==> src/rtl/slave_rx_port_p_if.sv <==
// Bus bundle between the interconnect (master side) and the serial slave receive port.
interface slave_rx_port_p_if #(
  parameter int DATA_WIDTH  = 8,
  parameter int ADDR_WIDTH  = 12,
  parameter int BURST_WIDTH = 12
);
  logic                   rx_addr;
  logic                   rx_data;
  logic                   master_valid;
  logic                   master_ready;
  logic                   write_en;
  logic                   read_en;
  logic [BURST_WIDTH-1:0] burst_len;
  logic                   slave_ready;
  logic [ADDR_WIDTH-1:0]  addr_out;
  logic [DATA_WIDTH-1:0]  data_out;
  logic                   wr_req;
  logic                   rd_req;
  logic [BURST_WIDTH-1:0] beat_count;
  logic                   rx_done;
  logic                   err;

  modport master (
    output rx_addr, rx_data, master_valid, master_ready, write_en, read_en, burst_len,
    input  slave_ready, addr_out, data_out, wr_req, rd_req, beat_count, rx_done, err
  );

  modport slave (
    input  rx_addr, rx_data, master_valid, master_ready, write_en, read_en, burst_len,
    output slave_ready, addr_out, data_out, wr_req, rd_req, beat_count, rx_done, err
  );
endinterface

==> src/rtl/slave_rx_port_p.sv <==
// Serial LSB-first receive port: request N+1 edges after handshake (N = RX length), master_ready stalls read bursts.
// Define SLAVE_RX_PARITY_EN to append an even-parity bit to every serial word (mismatch turns the request into err).
module slave_rx_port_p #(
  parameter int DATA_WIDTH  = 8,
  parameter int ADDR_WIDTH  = 12,
  parameter int BURST_WIDTH = 12
) (
  input  logic             clk,
  input  logic             reset,
  slave_rx_port_p_if.slave bus
);

`ifdef SLAVE_RX_PARITY_EN
  localparam int PAR = 1;
`else
  localparam int PAR = 0;
`endif
  localparam int MAXW = (ADDR_WIDTH > DATA_WIDTH) ? ADDR_WIDTH : DATA_WIDTH;
  localparam int CW   = $clog2(MAXW + 2);

  localparam logic [CW-1:0] A_LEN   = CW'(ADDR_WIDTH);
  localparam logic [CW-1:0] D_LEN   = CW'(DATA_WIDTH);
  localparam logic [CW-1:0] RD_LAST = CW'(ADDR_WIDTH + PAR - 1);
  localparam logic [CW-1:0] WR_LAST = CW'(MAXW + PAR - 1);
  localparam logic [CW-1:0] WD_LAST = CW'(DATA_WIDTH + PAR - 1);

  typedef enum logic [2:0] {
    IDLE, RX, ISSUE, WR_WAIT, WR_DATA, RD_BURST, DONE
  } state_t;

  state_t                 state_q, state_d;
  logic [CW-1:0]          cnt_q, cnt_d;
  logic                   is_wr_q, is_wr_d;
  logic [BURST_WIDTH-1:0] blen_q, blen_d;
  logic [BURST_WIDTH-1:0] beat_q, beat_d;
  logic [BURST_WIDTH-1:0] beat_inc;
  logic [ADDR_WIDTH-1:0]  addr_q, addr_d;
  logic [DATA_WIDTH-1:0]  data_q, data_d;
  logic                   slave_ready_q, slave_ready_d;
  logic                   wr_req_q, wr_req_d;
  logic                   rd_req_q, rd_req_d;
  logic                   rx_done_q, rx_done_d;
  logic                   err_q, err_d;
  logic                   par_err_q, par_err_d;

  logic handshake;
  logic mode_ok;
  logic rx_last;
  logic wd_last;
  logic last_beat;

  assign handshake = bus.master_valid & slave_ready_q;
  assign mode_ok   = bus.write_en ^ bus.read_en;
  assign rx_last   = (cnt_q == (is_wr_q ? WR_LAST : RD_LAST));
  assign wd_last   = (cnt_q == WD_LAST);
  assign last_beat = (beat_q == blen_q);
  assign beat_inc  = beat_q + 1'b1;

  always_ff @(posedge clk or posedge reset) begin
    if (reset) begin
      state_q <= IDLE;
    end else begin
      state_q <= state_d;
    end
  end

  always_comb begin
    state_d = state_q;
    case (state_q)
      IDLE:     if (handshake && mode_ok) state_d = RX;
      RX:       if (rx_last) state_d = ISSUE;
      ISSUE: begin
        if (last_beat)    state_d = DONE;
        else if (is_wr_q) state_d = WR_WAIT;
        else              state_d = RD_BURST;
      end
      WR_WAIT:  if (handshake) state_d = WR_DATA;
      WR_DATA:  if (wd_last) state_d = ISSUE;
      RD_BURST: if (bus.master_ready && (beat_inc == blen_q)) state_d = DONE;
      DONE:     state_d = IDLE;
      default:  state_d = IDLE;
    endcase
  end

  always_comb begin
    cnt_d         = cnt_q;
    is_wr_d       = is_wr_q;
    blen_d        = blen_q;
    beat_d        = beat_q;
    addr_d        = addr_q;
    data_d        = data_q;
    par_err_d     = par_err_q;
    wr_req_d      = 1'b0;
    rd_req_d      = 1'b0;
    rx_done_d     = 1'b0;
    err_d         = 1'b0;
    slave_ready_d = (state_d == IDLE) || (state_d == WR_WAIT);

    case (state_q)
      IDLE: begin
        if (handshake && mode_ok) begin
          is_wr_d   = bus.write_en;
          blen_d    = bus.burst_len;
          beat_d    = '0;
          cnt_d     = '0;
          par_err_d = 1'b0;
        end else if (handshake && bus.write_en && bus.read_en) begin
          err_d = 1'b1;
        end
      end
      RX: begin
        cnt_d = rx_last ? '0 : cnt_q + 1'b1;
        if (cnt_q < A_LEN) addr_d = {bus.rx_addr, addr_q[ADDR_WIDTH-1:1]};
        if (is_wr_q && (cnt_q < D_LEN)) data_d = {bus.rx_data, data_q[DATA_WIDTH-1:1]};
        // Parity bits trail each word's MSB; the word is complete in its register by then.
        if (PAR != 0) begin
          if (cnt_q == A_LEN) par_err_d = par_err_d | (bus.rx_addr ^ (^addr_q));
          if (is_wr_q && (cnt_q == D_LEN)) par_err_d = par_err_d | (bus.rx_data ^ (^data_q));
        end
      end
      ISSUE: begin
        cnt_d     = '0;
        par_err_d = 1'b0;
        if (par_err_q)    err_d    = 1'b1;
        else if (is_wr_q) wr_req_d = 1'b1;
        else              rd_req_d = 1'b1;
      end
      WR_WAIT: begin
        if (handshake) begin
          addr_d = addr_q + 1'b1;
          beat_d = beat_inc;
          cnt_d  = '0;
        end
      end
      WR_DATA: begin
        cnt_d = wd_last ? '0 : cnt_q + 1'b1;
        if (cnt_q < D_LEN) data_d = {bus.rx_data, data_q[DATA_WIDTH-1:1]};
        if ((PAR != 0) && (cnt_q == D_LEN)) par_err_d = bus.rx_data ^ (^data_q);
      end
      RD_BURST: begin
        if (bus.master_ready) begin
          addr_d   = addr_q + 1'b1;
          beat_d   = beat_inc;
          rd_req_d = 1'b1;
        end
      end
      DONE:    rx_done_d = 1'b1;
      default: ;
    endcase
  end

  always_ff @(posedge clk or posedge reset) begin
    if (reset) begin
      cnt_q         <= '0;
      is_wr_q       <= 1'b0;
      blen_q        <= '0;
      beat_q        <= '0;
      addr_q        <= '0;
      data_q        <= '0;
      par_err_q     <= 1'b0;
      slave_ready_q <= 1'b0;
      wr_req_q      <= 1'b0;
      rd_req_q      <= 1'b0;
      rx_done_q     <= 1'b0;
      err_q         <= 1'b0;
    end else begin
      cnt_q         <= cnt_d;
      is_wr_q       <= is_wr_d;
      blen_q        <= blen_d;
      beat_q        <= beat_d;
      addr_q        <= addr_d;
      data_q        <= data_d;
      par_err_q     <= par_err_d;
      slave_ready_q <= slave_ready_d;
      wr_req_q      <= wr_req_d;
      rd_req_q      <= rd_req_d;
      rx_done_q     <= rx_done_d;
      err_q         <= err_d;
    end
  end

  assign bus.slave_ready = slave_ready_q;
  assign bus.addr_out    = addr_q;
  assign bus.data_out    = data_q;
  assign bus.wr_req      = wr_req_q;
  assign bus.rd_req      = rd_req_q;
  assign bus.beat_count  = beat_q;
  assign bus.rx_done     = rx_done_q;
  assign bus.err         = err_q;

endmodule

==> src/flat_wrapper.sv <==
// flat-port wrapper written by rule: the top's interface ports become plain ports
module slave_rx_port_p_flat 
#(
  parameter int DATA_WIDTH  = 8,
  parameter int ADDR_WIDTH  = 12,
  parameter int BURST_WIDTH = 12
)
  (clk, reset, bus_rx_addr, bus_rx_data, bus_master_valid, bus_master_ready, bus_write_en, bus_read_en, bus_burst_len, bus_slave_ready, bus_addr_out, bus_data_out, bus_wr_req, bus_rd_req, bus_beat_count, bus_rx_done, bus_err);
  slave_rx_port_p_if #(.DATA_WIDTH(DATA_WIDTH), .ADDR_WIDTH(ADDR_WIDTH), .BURST_WIDTH(BURST_WIDTH)) bus_i ();
  input  logic clk;
  input  logic reset;
  input wire logic [$bits(bus_i.rx_addr)-1:0] bus_rx_addr;
  input wire logic [$bits(bus_i.rx_data)-1:0] bus_rx_data;
  input wire logic [$bits(bus_i.master_valid)-1:0] bus_master_valid;
  input wire logic [$bits(bus_i.master_ready)-1:0] bus_master_ready;
  input wire logic [$bits(bus_i.write_en)-1:0] bus_write_en;
  input wire logic [$bits(bus_i.read_en)-1:0] bus_read_en;
  input wire logic [$bits(bus_i.burst_len)-1:0] bus_burst_len;
  output wire logic [$bits(bus_i.slave_ready)-1:0] bus_slave_ready;
  output wire logic [$bits(bus_i.addr_out)-1:0] bus_addr_out;
  output wire logic [$bits(bus_i.data_out)-1:0] bus_data_out;
  output wire logic [$bits(bus_i.wr_req)-1:0] bus_wr_req;
  output wire logic [$bits(bus_i.rd_req)-1:0] bus_rd_req;
  output wire logic [$bits(bus_i.beat_count)-1:0] bus_beat_count;
  output wire logic [$bits(bus_i.rx_done)-1:0] bus_rx_done;
  output wire logic [$bits(bus_i.err)-1:0] bus_err;
  assign bus_i.rx_addr = bus_rx_addr;
  assign bus_i.rx_data = bus_rx_data;
  assign bus_i.master_valid = bus_master_valid;
  assign bus_i.master_ready = bus_master_ready;
  assign bus_i.write_en = bus_write_en;
  assign bus_i.read_en = bus_read_en;
  assign bus_i.burst_len = bus_burst_len;
  assign bus_slave_ready = bus_i.slave_ready;
  assign bus_addr_out = bus_i.addr_out;
  assign bus_data_out = bus_i.data_out;
  assign bus_wr_req = bus_i.wr_req;
  assign bus_rd_req = bus_i.rd_req;
  assign bus_beat_count = bus_i.beat_count;
  assign bus_rx_done = bus_i.rx_done;
  assign bus_err = bus_i.err;
  slave_rx_port_p #(.DATA_WIDTH(DATA_WIDTH), .ADDR_WIDTH(ADDR_WIDTH), .BURST_WIDTH(BURST_WIDTH)) u_core (.clk(clk), .reset(reset), .bus(bus_i));
endmodule
==> config.mk <==
export PLATFORM = sky130hd
export DESIGN_NAME = slave_rx_port_p_flat
export DESIGN_NICKNAME = d
export VERILOG_FILES = /design/src/rtl/slave_rx_port_p_if.sv /design/src/rtl/slave_rx_port_p.sv /design/src/flat_wrapper.sv
export SDC_FILE = /design/constraint.sdc
export NUM_CORES = 1
export LEC_CHECK = 0
export ABC_AREA = 1
export ABC_CLOCK_PERIOD_IN_PS = 3280
export CAP_MARGIN = 0
export CORE_MARGIN = 1
export CORE_UTILIZATION = 45
export CTS_CLUSTER_DIAMETER = 200
export DETAILED_ROUTE_END_ITERATION = 7
export PLACE_DENSITY = 0.77
export SLEW_MARGIN = 15
export SYNTH_ARGS = -nofsm -noshare
export SYNTH_HDL_FRONTEND = slang
export SYNTH_SLANG_ARGS = --single-unit
==> constraint.sdc <==
create_clock -name clk -period 3.28 [get_ports clk]
set_input_delay 0.328 -clock clk [delete_from_list [all_inputs] [get_ports clk]]
set_output_delay 0.328 -clock clk [all_outputs]
set_load 0.01 [all_outputs]
==> results of run 1 <==
kinds of logic after synthesis:
logic type / synth area share
muxes: 0.0201
xor gates and xnor gates: 0.0547
buffers and inverters: 0.0804
adders and majority gates: 0.0112
AOI/OAI and AO/OA: 0.138
and+or+nand+nor: 0.272
DFF: 0.424
sequential cells by signal, summed over array words and instances (netlist names), 3 cells and up:
name,flops
u_core.blen_q,12
u_core.bus.addr_out,12
u_core.bus.beat_count,12
u_core.bus.data_out,8
u_core.cnt_q,4
u_core.state_q,3
critical path, cell delays in order (launching register included):
cell and delay [ns]:
dfrtp_1 0.40, inv_2 0.07, nor3_4 0.33, nor2_2 0.05
buf_4 0.20, inv_2 0.26, o21ai_4 0.12, nor2_8 0.21
nand2_2 0.25, o21ai_0 0.22
layout make-up:
class                   instances  share of cell area
repair buffers                 59               0.138
flip-flops and latches         57               0.338
inverters                      60              0.0534
well taps                      99              0.0294
clock buffers                  14              0.0433
clock inverters                 2             0.00237
multi-input cells             302               0.395
metrics by stage:
| stage | setup slack, ns | instances | total power [mW] | hold WS (ns) |
|---|---|---|---|---|
| global placement | 1.16 | 577 | 2.92 | 0.479 |
| detailed placement | 1.05 | 577 | 2.98 | 0.484 |
| CTS | 1.07 | 593 | 3.63 | 0.499 |
| finish | 1.06 | 593 | 3.62 | 0.500 |
| global route | 0.827 | 593 | 3.93 | 0.527 |
| floorplan | 1.48 | 427 | 2.40 | 0.438 |
placed cells by master, fill, tap and decap left out, drive strengths merged, types with 2 or more instances in the layout:
cell type and n:
a21oi 23, mux2 6, nor3 16, o21ai 41, nor2 31, nand3b 4
nand3 23, o22ai 8, ha 3, clkdlybuf4s50 56, clkbuf 14, nand2 121
clkinv 2, xnor2 7, dfrtp 57, buf 3, inv 60, xor2 14
routing by layer:
metal,wire (um),part of all wire,GRT usage,vias to the layer above
li1,-,-,-,1493
met1,3400,0.44,0.289,1444
met2,3780,0.49,0.352,84
met3,450,0.058,0.0504,11
met4,128,0.017,0.0982,0
met5,0,0,0,-
power by group through the flow:
stage | registers [mW] | logic [mW] | clock network [mW]
6_report | 1.20 | 1.79 | 0.636
5_1_grt | 1.24 | 2.01 | 0.683
4_1_cts | 1.20 | 1.79 | 0.648
3_5_place_dp | 1.21 | 1.77 | 0
3_3_place_gp | 1.20 | 1.72 | 0
2_1_floorplan | 1.23 | 1.17 | 0
worst paths after layout:
kind | startpoint | end | slack [ns] | cells past startpoint
max | u_core.state_q[0] | u_core.bus.beat_count[11] | 1.06 | 9
min | u_core.blen_q[9] | u_core.blen_q[9] | 0.50 | 2
max reg2reg | u_core.state_q[0] | u_core.bus.beat_count[11] | 1.06 | 9
min reg2reg | u_core.blen_q[9] | u_core.blen_q[9] | 0.50 | 2
max in group asynchronous | reset | u_core.bus.beat_count[5] | 2.28 | 3
min in group asynchronous | reset | u_core.blen_q[1] | 0.51 | 3
==> run metrics, run 1 <==
number of buffers created by CTS=9; clk buf depth=2; postcts setup bufs=0; relative slew slack=0.512; Reg power frac=0.331; # setup viols final=0; initial antenna violation count=0; ys flop type=dfrtp_1; DIE AREA=roughly 7800 um^2; crit end category=flop; fin nets=512; CTS Hold Bufs=0; synth top area cells=dfrtp_1, nand2_1, inv_1, o21ai_0, xor2_1; final WL=slightly below 8 mm; global-route wire length before repair=13.2 mm; Area growth syn-to-layout=25.4%; pin count of the biggest net entering global routing=between 50 and 60; Register Area=~1400 um^2; via count=between 3000 and 4000; Worst Hold Class=flop to flop; Pleak=1.96 nW; fin crit share=0.676; Sink Count=between 50 and 60; failing checks=design-rule violations; cell taking the most area after synthesis=dfrtp_1; Ports=between 50 and 60; share of the synthesized area in the top cell type=0.424; final hold viol count=0; warnings from Yosys=0; CTS tree=yes; vias in the first global route=approximately 2900; fraction of registers with async set/reset=1.00; Switching Share=0.427; H-Tree Depth=3; Final Core Density=0.582; Tot GR Track Use=0.221; ANT cells=0; post-route cell area=between 4000 and 5000 um^2; CP Max Fanout=20; number of DRC markers in iteration 0=160; FF+latch count, synth=57; Pwr Density=about 860 nW/um^2; status=complete, but fails checks; Post-Syn Nets=between 400 and 500; initial core utilization=0.464; Worst Path Required=approximately 3.5 ns; Fillers=660; worst slew pin tran=0.732 ns; residual DRC count=2; type of element launching the critical path=flop; total of max-cap violations=0; Cell Area, Placed=4030 um^2; height of the chip=between 80 and 90 um; commonest cells in the synthesized netlist=nand2_1, dfrtp_1, inv_1; Post-CTS Resized=0; most frequent cell after synthesis=nand2_1; Net Sw Power=between 1.5 and 2 mW; fraction of power consumed by the clock network=0.176; unrepaired setup endpoints after global routing=false; clk root buf=clkbuf_8; Multi-input gate area=about 1700 um^2; DR vias/cell=about 5.1; layout cell share with drive strength beyond 1=0.138; die width=a little under 90 um; Mapped Avg Cell Area=7.88 um^2; clock skew=roughly 0.0048 ns; gpl congestion=roughly 1.0; Unique masters post-synth=36; Slew Limit Fails=0; std cell rows=31; core box area=around 7300 um^2; worst setup path category=flop to flop; sequential element share of the synthesized area=0.424; Overflow after GRT=0; clk slew on worst S/H paths=roughly 0.06 ns; Max VDD drop=~0.00055 V; cells after synthesis=around 430; clock latency at the later pin of the worst-skew pair=about 0.34 ns; Gate power share=0.493; DR WL/cell=roughly 13 um; DR pass1 iterations=7; internal power=between 2 and 2.5 mW; fmax=0.451 GHz; synthesized cell area=between 3000 and 4000 um^2; Detailed Place HPWL=~5.6 mm; fin crit period=about 2.2 ns; Critical Path AT=between 2 and 2.5 ns; setup TNS=0 ns; Post-synth EDFFs=0; port buffer count=56; Routed Antenna Nets=0
Power figures use the tool's default switching activity.
==> inputs of run 2 (changes only) <==
--- a/config.mk
+++ b/config.mk
@@ -6,7 +6,7 @@
 export NUM_CORES = 1
 export LEC_CHECK = 0
 export ABC_AREA = 1
-export ABC_CLOCK_PERIOD_IN_PS = 3280
+export ABC_CLOCK_PERIOD_IN_PS = 2200
 export CAP_MARGIN = 0
 export CORE_MARGIN = 1
 export CORE_UTILIZATION = 45
==> constraint.sdc (replaced) <==
create_clock -name clk -period 2.2 [get_ports clk]
set_input_delay 0.22 -clock clk [delete_from_list [all_inputs] [get_ports clk]]
set_output_delay 0.22 -clock clk [all_outputs]
set_load 0.01 [all_outputs]
==> run metrics, run 2 (synthesis results as in run 1) <==
postcts setup bufs=0 (unchanged); height of the chip=88.5 um (unchanged); Cell Area, Placed=4080 um^2 (+1.2%); DR WL/cell=13.0 um (-0.43%); setup TNS=0 ns (unchanged); r2r worst-path depth=14 (+5); worst setup margin=0.178 ns (-0.884 ns); Switching Share=0.424 (-0.00293); reg2reg setup slack=0.18 ns (-0.88 ns); post-route cell area=4270 um^2 (+1.3%); gpl congestion=0.887 (-13%); number of DRC markers in iteration 0=162 (+1.3%); clk root buf=clkbuf_8; Post-CTS Resized=0 (unchanged); layout cell share with drive strength beyond 1=0.150 (+0.0126); type of element launching the critical path=flop; CTS tree=yes; overall power=5.49 mW (+52%); Overflow after GRT=0 (unchanged); Gate power share=0.496 (+0.003); clk slew on worst S/H paths=0.07 ns (about the same); Slew Limit Fails=0 (unchanged); number of buffers created by CTS=9 (unchanged); FF-to-FF End=u_core.bus.slave_ready; Placed Cells=582 (+0.87%); worst path bufs/invs=2 (-1); crit-path leading delay family=simple AND/OR/NAND/NOR gates; worst slew pin tran=0.473 ns (-0.259 ns); H-Tree Depth=3 (unchanged); DR pass1 iterations=4 (-3); unrepaired setup endpoints after global routing=false; Tot GR Track Use=0.218 (-0.00305); internal power=3.16 mW (+53%); pin count of the biggest net entering global routing=58 (unchanged); residual DRC count=0 (-2); final hold viol count=0 (unchanged); crit end category=flop; Critical Path AT=2.25 ns (-0.22 ns); relative slew slack=0.684 (+0.172); fin crit period=2.02 ns (-0.196 ns); Area growth syn-to-layout=27.0%; Max VDD drop=0.000644 V (+16%); Routed Antenna Nets=0 (unchanged); fin cells=598 (+0.84%); DR vias/cell=5.03 (-1.6%); global-route wire length before repair=13.0 mm (-1.5%); Detailed Place HPWL=5.70 mm (+1.8%); CP Max Fanout=5 (-75%); clock skew=0.0104 ns (+0.00562 ns); Worst path slowest cell=dfrtp_1; die width=88.5 um (unchanged); ANT cells=0 (unchanged); Worst Hold Class=input pin to async pin; DIE AREA=7820 um^2 (unchanged); final WL=7.79 mm (+0.41%); most frequent cells in the layout=nand2_1, clkdlybuf4s50_1, dfrtp_1; fin crit share=0.919 (+0.243); Cell Chain, Critical Path=ha_1 -> nand2_2 -> nor2_2 -> inv_2 -> nand2_1 -> nand2_1 -> nor2_1 -> nand3_1 -> nor2_2 -> nand3_1 -> nand2_2 -> inv_1 -> nand3_1 -> nand2_1; Worst Path Required=2.42 ns (-1.11 ns); Reg power frac=0.328 (-0.003); Pleak=1.99 nW (+1.4%); dpl ws=0.142 ns (-0.912 ns); vias in the first global route=2828 (-1.6%); crit-path max cell delay=0.44 ns (+0.04 ns); initial antenna violation count=0 (unchanged); status=finished, final reports clean; clock latency at the later pin of the worst-skew pair=0.33 ns (about the same); fin nets=517 (+0.98%); worst setup path category=flop to flop; Pwr Density=1290 nW/um^2 (+50%); initial core utilization=0.464 (unchanged); Ports=57 (unchanged); std cell rows=31 (unchanged); clk buf depth=2 (unchanged); fmax=0.495 GHz (+9.7%); Net Sw Power=2.33 mW (+51%); most common cell after layout, fill and taps aside=nand2_1; core box area=7250 um^2 (unchanged); fraction of power consumed by the clock network=0.176 (about the same); CTS Hold Bufs=0 (unchanged); port buffer count=56 (unchanged); reg2reg start=u_core.bus.beat_count[0]; # setup viols final=0 (unchanged); total of max-cap violations=0 (unchanged); Fillers=667 (+1.1%); via count=3008 (-0.79%); Sink Count=57 (unchanged)
-- run 2: changes by cell type in the layout (fill, tap and decap cells not counted), sizes merged --
cell / previous run / this run
clkinv: 2 / 4
clkbuf: 14 / 10
bufinv: 0 / 1
buf: 3 / 8
clkinvlp: 0 / 1
-- run 2: cell type report --
cell class / instances / area, um^2 / area share
Clock buffer: 10 / 138 / 0.0322
Clock inverter: 6 / 57.6 / 0.0135
Inverter: 60 / 225 / 0.0527
Multi-Input combinational cell: 302 / 1670 / 0.390
Sequential cell: 57 / 1430 / 0.334
Tap cell: 99 / 124 / 0.0290
Timing Repair Buffer: 64 / 633 / 0.148
-- run 2: worst reg2reg max path, stage by stage (launching register included) --
cell,delay (ns)
dfrtp_1,0.44
ha_1,0.25
nand2_2,0.09
nor2_2,0.22
inv_2,0.04
nand2_1,0.05
nand2_1,0.05
nor2_1,0.15
nand3_1,0.11
nor2_2,0.13
nand3_1,0.11
nand2_2,0.11
inv_1,0.05
nand3_1,0.07
nand2_1,0.05
-- run 2: per-stage QoR --
stage / hold WS (ns) / utilization
6_report: 0.261 / 0.589
5_1_grt: 0.275 / 0.589
4_1_cts: 0.261 / 0.589
3_5_place_dp: 0.487 / 0.562
3_3_place_gp: 0.480 / 0.562
2_1_floorplan: 0.330 / -
-- run 2: worst max path at each step --
stage	slack, ns	cells past startpoint	end	startpoint
5_1_grt	0.002	14	u_core.bus.slave_ready	u_core.bus.beat_count[0]
3_3_place_gp	0.21	14	u_core.bus.slave_ready	u_core.bus.beat_count[1]
4_1_cts	0.15	14	u_core.bus.slave_ready	u_core.bus.beat_count[1]
6_report	0.18	14	u_core.bus.slave_ready	u_core.bus.beat_count[0]
2_1_floorplan	0.40	14	u_core.bus.slave_ready	u_core.bus.beat_count[1]
3_5_place_dp	0.14	14	u_core.bus.slave_ready	u_core.bus.beat_count[1]
-- run 2: per-layer routing --
metal,share of wire,GRT usage
met1,0.45,0.283
met4,0.014,0.0704
met2,0.49,0.355
met5,0,0
met3,0.036,0.0588
-- run 2: power by group through the flow --
stage	Sequential (mW)	Combinational, mW	Clock (mW)
2_1_floorplan	1.83	1.75	0
5_1_grt	1.87	3.09	1.05
6_report	1.80	2.73	0.966
3_5_place_dp	1.81	2.73	0
3_3_place_gp	1.79	2.65	0
4_1_cts	1.80	2.75	0.991
==> inputs of run 3 (changes only) <==
--- a/config.mk
+++ b/config.mk
@@ -13,7 +13,6 @@
 export CTS_CLUSTER_DIAMETER = 200
 export DETAILED_ROUTE_END_ITERATION = 7
 export PLACE_DENSITY = 0.77
-export SLEW_MARGIN = 15
 export SYNTH_ARGS = -nofsm -noshare
 export SYNTH_HDL_FRONTEND = slang
 export SYNTH_SLANG_ARGS = --single-unit
==> results of run 3 <==
Same layout as run 2: the final DEF is identical, and so are final timing and power.
